$ cat src/rtl/petio_hub_pkg.sv
// Shared types and constants for the PET I/O-page hub and its interrupt controller.
package petio_hub_pkg;

  typedef enum logic [1:0] {
    ST_IDLE,
    ST_STROBE,
    ST_WAIT
  } hub_state_e;

  localparam logic [1:0] REG_MASK = 2'd0;
  localparam logic [1:0] REG_PEND = 2'd1;
  localparam logic [1:0] REG_VEC  = 2'd2;
  localparam logic [1:0] REG_CLR  = 2'd3;

  localparam logic [7:0] DOUT_RST = 8'hFF;
  localparam logic [2:0] VEC_RST  = 3'd0;

  // Lowest set index of a slot vector (up to four slots), 0 when empty.
  function automatic logic [2:0] lowest_set(input logic [3:0] v);
    logic found;
    lowest_set = VEC_RST;
    found      = 1'b0;
    for (int unsigned i = 0; i < 4; i++) begin
      if (v[i] && !found) begin
        lowest_set = 3'(i);
        found      = 1'b1;
      end
    end
  endfunction

endpackage

$ cat src/rtl/petio_irq_ctrl.sv
// Maskable, prioritised interrupt controller with hub-register read mux.
// PETIO_IRQ_LATCH_EN enables edge-latched PENDING bits cleared via the CLEAR register.
module petio_irq_ctrl
  import petio_hub_pkg::*;
#(
  parameter int NCH = 4
) (
  input  logic           clk,
  input  logic           reset,
  input  logic           reg_wr,
  input  logic [1:0]     reg_off,
  input  logic [NCH-1:0] wdata,
  input  logic [NCH-1:0] ch_irq,
  output logic [7:0]     rdata,
  output logic           irq,
  output logic [2:0]     irq_vec
);

  logic [NCH-1:0] mask_q;
  logic [NCH-1:0] pend_live;
  logic [NCH-1:0] active;
  logic [3:0]     active_ext;

  always_ff @(posedge clk or posedge reset) begin
    if (reset) begin
      mask_q <= '1;
    end else if (reg_wr && reg_off == REG_MASK) begin
      mask_q <= wdata;
    end
  end

`ifdef PETIO_IRQ_LATCH_EN
  logic [NCH-1:0] irq_prev;
  logic [NCH-1:0] pend_q;
  logic [NCH-1:0] clr_bits;

  assign clr_bits = (reg_wr && reg_off == REG_CLR) ? wdata : '0;

  // A fresh rising edge is OR-ed in after the clear, so a coincident set wins.
  always_ff @(posedge clk or posedge reset) begin
    if (reset) begin
      irq_prev <= '0;
      pend_q   <= '0;
    end else begin
      irq_prev <= ch_irq;
      pend_q   <= (pend_q & ~clr_bits) | (ch_irq & ~irq_prev);
    end
  end

  assign pend_live = pend_q;
`else
  assign pend_live = ch_irq;
`endif

  assign active = pend_live & mask_q;

  always_comb begin
    active_ext            = '0;
    active_ext[NCH-1:0]   = active;
  end

  always_ff @(posedge clk or posedge reset) begin
    if (reset) begin
      irq     <= 1'b0;
      irq_vec <= VEC_RST;
    end else begin
      irq     <= |active;
      irq_vec <= lowest_set(active_ext);
    end
  end

  always_comb begin
    rdata = '1;
    case (reg_off)
      REG_MASK: begin
        rdata          = '1;
        rdata[NCH-1:0] = mask_q;
      end
      REG_PEND: begin
        rdata          = '0;
        rdata[NCH-1:0] = pend_live;
      end
      REG_VEC:  rdata = {irq, 4'b0000, irq_vec};
      default:  rdata = '1;
    endcase
  end

endmodule

$ cat src/rtl/petio_bus_hub.sv
// PET 0xE8xx I/O-page hub: slot decode, strobes, wait states with RDY, registered read mux.
// Build with PETIO_IRQ_LATCH_EN defined to latch interrupt edges into PENDING.
module petio_bus_hub
  import petio_hub_pkg::*;
#(
  parameter int NCH    = 4,
  parameter int WAIT_W = 2
) (
  input  logic                  clk,
  input  logic                  reset,
  input  logic                  ce,
  input  logic                  cs,
  input  logic                  we,
  input  logic [7:0]            addr,
  input  logic [7:0]            data_in,
  output logic [7:0]            data_out,
  output logic                  rdy,
  output logic [NCH-1:0]        ch_strobe,
  input  logic [NCH*8-1:0]      ch_data,
  input  logic [NCH*WAIT_W-1:0] ch_wait,
  input  logic [NCH-1:0]        ch_irq,
  output logic                  irq,
  output logic [2:0]            irq_vec
);

  hub_state_e        state;
  logic [NCH-1:0]    sel_now;
  logic [NCH-1:0]    sel_q;
  logic [WAIT_W-1:0] w_now;
  logic [WAIT_W-1:0] cnt_q;
  logic              we_q;
  logic              hub_q;
  logic [1:0]        off_q;
  logic [NCH-1:0]    wdata_q;
  logic              hub_sel;
  logic              reg_wr;
  logic              last_cycle;
  logic [7:0]        rd_and;
  logic [7:0]        reg_rdata;
  logic [7:0]        final_data;
  logic              unused_bits;

  assign unused_bits = ^{addr[3:2], data_in[7:NCH]};

  assign hub_sel = cs && (addr[7:4] == 4'h0);

  always_comb begin
    sel_now = '0;
    w_now   = '0;
    for (int unsigned i = 0; i < NCH; i++) begin
      sel_now[i] = cs & addr[4+i];
      if (sel_now[i] && (ch_wait[i*WAIT_W +: WAIT_W] > w_now)) begin
        w_now = ch_wait[i*WAIT_W +: WAIT_W];
      end
    end
  end

  always_comb begin
    rd_and = 8'hFF;
    for (int unsigned i = 0; i < NCH; i++) begin
      if (sel_q[i]) begin
        rd_and = rd_and & ch_data[i*8 +: 8];
      end
    end
  end

  assign final_data = hub_q ? reg_rdata : rd_and;
  assign reg_wr     = (state == ST_STROBE) && hub_q && we_q;
  assign last_cycle = ((state == ST_STROBE) || (state == ST_WAIT)) && (cnt_q == '0);

  // cnt_q holds the remaining wait states; the STROBE cycle itself is not counted.
  always_ff @(posedge clk or posedge reset) begin
    if (reset) begin
      state     <= ST_IDLE;
      sel_q     <= '0;
      cnt_q     <= '0;
      we_q      <= 1'b0;
      hub_q     <= 1'b0;
      off_q     <= REG_MASK;
      wdata_q   <= '0;
      ch_strobe <= '0;
      rdy       <= 1'b1;
      data_out  <= DOUT_RST;
    end else begin
      case (state)
        ST_IDLE: begin
          if (ce && cs) begin
            state     <= ST_STROBE;
            sel_q     <= sel_now;
            cnt_q     <= w_now;
            we_q      <= we;
            hub_q     <= hub_sel;
            off_q     <= addr[1:0];
            wdata_q   <= data_in[NCH-1:0];
            ch_strobe <= sel_now;
            rdy       <= 1'b0;
          end
        end
        ST_STROBE: begin
          ch_strobe <= '0;
          if (cnt_q != '0) begin
            state <= ST_WAIT;
            cnt_q <= cnt_q - WAIT_W'(1);
          end
        end
        ST_WAIT: begin
          if (cnt_q != '0) begin
            cnt_q <= cnt_q - WAIT_W'(1);
          end
        end
        default: state <= ST_IDLE;
      endcase

      if (last_cycle) begin
        state <= ST_IDLE;
        rdy   <= 1'b1;
        if (!we_q) begin
          data_out <= final_data;
        end
      end
    end
  end

  petio_irq_ctrl #(
    .NCH(NCH)
  ) u_irq_ctrl (
    .clk     (clk),
    .reset   (reset),
    .reg_wr  (reg_wr),
    .reg_off (off_q),
    .wdata   (wdata_q),
    .ch_irq  (ch_irq),
    .rdata   (reg_rdata),
    .irq     (irq),
    .irq_vec (irq_vec)
  );

endmodule

$ cat config.mk
export PLATFORM = sky130hd
export DESIGN_NAME = petio_bus_hub
export DESIGN_NICKNAME = d
export VERILOG_FILES = /design/src/rtl/petio_hub_pkg.sv /design/src/rtl/petio_irq_ctrl.sv /design/src/rtl/petio_bus_hub.sv
export SDC_FILE = /design/constraint.sdc
export NUM_CORES = 1
export LEC_CHECK = 0
export BUFFER_PORTS_ARGS = -buffer_cell sky130_fd_sc_hd__buf_2
export CORE_UTILIZATION = 30
export DETAILED_ROUTE_END_ITERATION = 10
export GPL_TIMING_DRIVEN = 0
export PLACE_DENSITY = 0.55
export SKIP_CTS_REPAIR_TIMING = 1
export SLEW_MARGIN = 20
export SYNTH_ARGS = -nofsm -noshare
export SYNTH_HDL_FRONTEND = slang
export SYNTH_SLANG_ARGS = --single-unit
$ cat constraint.sdc
create_clock -name clk -period 1.7 [get_ports clk]
set_input_delay 0.17 -clock clk [delete_from_list [all_inputs] [get_ports clk]]
set_output_delay 0.17 -clock clk [all_outputs]
set_load 0.05 [all_outputs]
==> qor.yml <==
worst_setup_path:
  critPathSlowestCell: "a2111oi_1"
  cp_num_buf_inv: 1
  end_kind: "register"
  critPathTopFamily: "compound AO/OA/AOI/OAI gates"
  crit_chain: "buf_4, nand3_4, ha_4, nor2b_4, o2111ai_4, mux2_4, ha_4, nor2_4, nor2_1, o41ai_2, nor3_2, a31oi_1, ha_1, nor2b_1, o2111ai_2, nor2_1, a2111oi_1, or3_1"
  cp_max_fo: 5
  r2r-start: "state[1]"
  arrival_ns: 3.34
  cp.required_ns: 1.93
  path_class: "in -> reg"
  r2r_end: "cnt_q[1]"
  r2r_cells: 6
  rrSetupSlack_ns: -0.07
  setup.worst_path.start_class: "input pin"
  cpPeakStageDelay_ns: 0.43
yosys:
  synth_cell_types: 49
  synth_top_cell_area_share_pct: 26.7
  synth_compound_area_share_pct: 22.8
  yosys.area_share.adder_pct: 8.08
  synth_nets: 293
  synth_flop_cell: "dfrtp_1"
  synth_edf_count: 0
  ys_seq_area_share_pct: 42.6
  synth-simple-area-share_pct: 12.2
  synth_commonest_cells: "nand2_1, dfrtp_1, mux2_2"
  synthArstFlopShare_pct: 100
  synth_top_family_by_area: "compound AO/OA/AOI/OAI gates"
  syn_inst: 215
  netlist_area_um2: 2150
  avgSynthCellArea_um2: 10.0
  synthTopCellsByArea: "dfrtp_1, dfstp_2, mux2_2"
  yosys.area_share.xor_xnor_pct: 0
  synth_most_common_cell: "nand2_1"
  muxShareOfSynthArea_pct: 10.1
  yosysTopAreaCell: "dfrtp_1"
  ys_warn_count: 0
  synth_seq_cells: 36
grt:
  antenna_found_initial: 0
  grt_pass1_vias: 1933
  grt_usage_pct: 15.9
  grt_max_degree: 37
  grt_pass1_wl_um: 9160
  grt.overflow.total: 0
final_layout:
  regArea_um2: 917
  fin_area_um2: 2930
  layoutNonFillerInstCount: 399
  layout-drive-gt1-share_pct: 47.9
  area_delta_synth_final_pct: 36.1
  final_util_pct: 42.7
  n_fill_cell: 700
  final_nets: 380
  multiInputGateArea_um2: 1260
  num_antenna_cells: 0
sta:
  rsz0062_at_grt: "true"
  finalCritPeriodShare_pct: 183
  worst_slack_ns: -1.41
  final-max-slew-violation-count: 0
  fin_setup_tns_ns: -2.68
  worst_clock_skew_ns: 0.00747
  setup_viol: 2
  max-slew-margin-rel_pct: 49.2
  hold_viol: 0
  min_period_ns: 3.11
  max_freq_mhz: 322
  worst_slew_pin_slew_ns: 0.761
outcome:
  violations: "setup timing"
  status: "finished with violations"
pwr:
  comb_power_share_pct: 53.5
  switching_share_pct: 44.8
  total_leakage_power_nw: 1.39
  p_sw_mw: 2.23
  clkPwrFrac_pct: 15.3
  power_mw: 4.98
  ir_drop_uv: 836
  sequentialPowerShare_pct: 31.2
  p_int_mw: 2.75
  power.density_nw_per_um2: 1700
clocking:
  root_buffer: "clkbuf_8"
  numCtsBuffers: 5
  worstSkewPairLatency_ns: 0.29
  clkTransAtPathRegs_ns: 0.08
  cts_tree: "yes"
  clock_sinks: 36
  clock_path_buffers: 2
  htree_levels: 2
route:
  num_vias: 1967
  drt_iter0_drc: 88
  wl_per_cell_um: 14.5
  routed_wl_um: 5770
  antenna_left: 0
  drc_errors: 0
  via_per_inst: 4.93
  drtPass1Iterations: 4
floorplan:
  die_area_um2: 7520
  die_height_um: 86.7
  start_util_pct: 31.3
  io-pin-count: 82
  core.rowCount: 30
  coreArea_um2: 6870
  fp.dieW_um: 86.7
place:
  gp_congestion: 0.771
  dp_cells: 384
  placed_area_um2: 2720
  dpl.hpwl_um: 4240
  port-buffer-count: 73
run:
  drv_cap: 0
worst_hold_path:
  hold_class: "in -> async"
cell usage in the layout (no fill, tap or decap), types with 6 or more instances in the layout:
cell type  netlist  routed
o21ai_0         10       9
inv_1           16      14
a22o_1           8       8
nor3_1           9       8
o22ai_1         16      16
ha_1            13       9
nor2_1           6       6
buf_2            1      72
mux2_2          17      16
dfrtp_1         23      23
a21oi_1         11      11
nand2_1         24      22
buf_4            1      10
dfstp_2         13      13
layer usage:
metal | track usage (%) | wire length, um
met3 | 2.76 | 243
met4 | 4.09 | 34
met5 | 0 | 0
met2 | 26.1 | 2650
met1 | 21.8 | 2840
final cells by class:
| cell class | instances | area share (%) |
|---|---|---|
| buffer | 6 | 1.45 |
| multi-input combinational | 157 | 43.0 |
| sequential | 36 | 31.3 |
| tap | 96 | 4.10 |
| inverter | 16 | 2.05 |
| clock inverter | 3 | 1.45 |
| clock buffer | 5 | 2.35 |
| timing repair buffer | 80 | 14.3 |
sequential cells by signal (all words and copies together), names as in the netlist:
register / count
off_q: 2
state: 2
sel_q: 4
u_irq_ctrl.irq_vec: 2
we_q: 1
data_out: 8
u_irq_ctrl.irq: 1
ch_strobe: 4
hub_q: 1
u_irq_ctrl.mask_q: 4
cnt_q: 2
wdata_q: 4
rdy: 1
power by group through the flow:
| stage | Clock [mW] | Sequential (mW) | Combinational, mW |
|---|---|---|---|
| floorplan | 0 | 2.11 | 1.33 |
| global placement | 0 | 1.56 | 2.48 |
| detailed placement | 0 | 1.56 | 2.51 |
| CTS | 0.775 | 1.55 | 2.52 |
| global route | 0.825 | 1.61 | 2.90 |
| finish | 0.761 | 1.55 | 2.66 |
stage by stage:
stage	hold WS [ns]	setup slack [ns]
6_report	0.00697	-1.41
5_1_grt	0.0610	-1.60
4_1_cts	0.0406	-1.53
3_5_place_dp	0.363	-1.83
3_3_place_gp	0.395	-1.82
2_1_floorplan	0.257	-1.51
worst max path at each step:
stage                     slack (ns)  startpoint  depth (start not counted)       end
after floorplan                -1.51          cs                         18  cnt_q[1]
after global placement         -1.82     addr[4]                         18  cnt_q[1]
after detailed placement       -1.83     addr[4]                         18  cnt_q[1]
after CTS                      -1.53     addr[4]                         18  cnt_q[1]
after global routing           -1.60     addr[4]                         18  cnt_q[1]
final                          -1.41     addr[4]                         18  cnt_q[1]
logic make-up after synthesis:
group | after synthesis
compound gates | 68
simple gates | 55
flops | 36
buf+inv | 22
mux | 19
fa+ha+maj | 14
other cells | 1
Note: power is estimated with default switching activity, not from simulation.
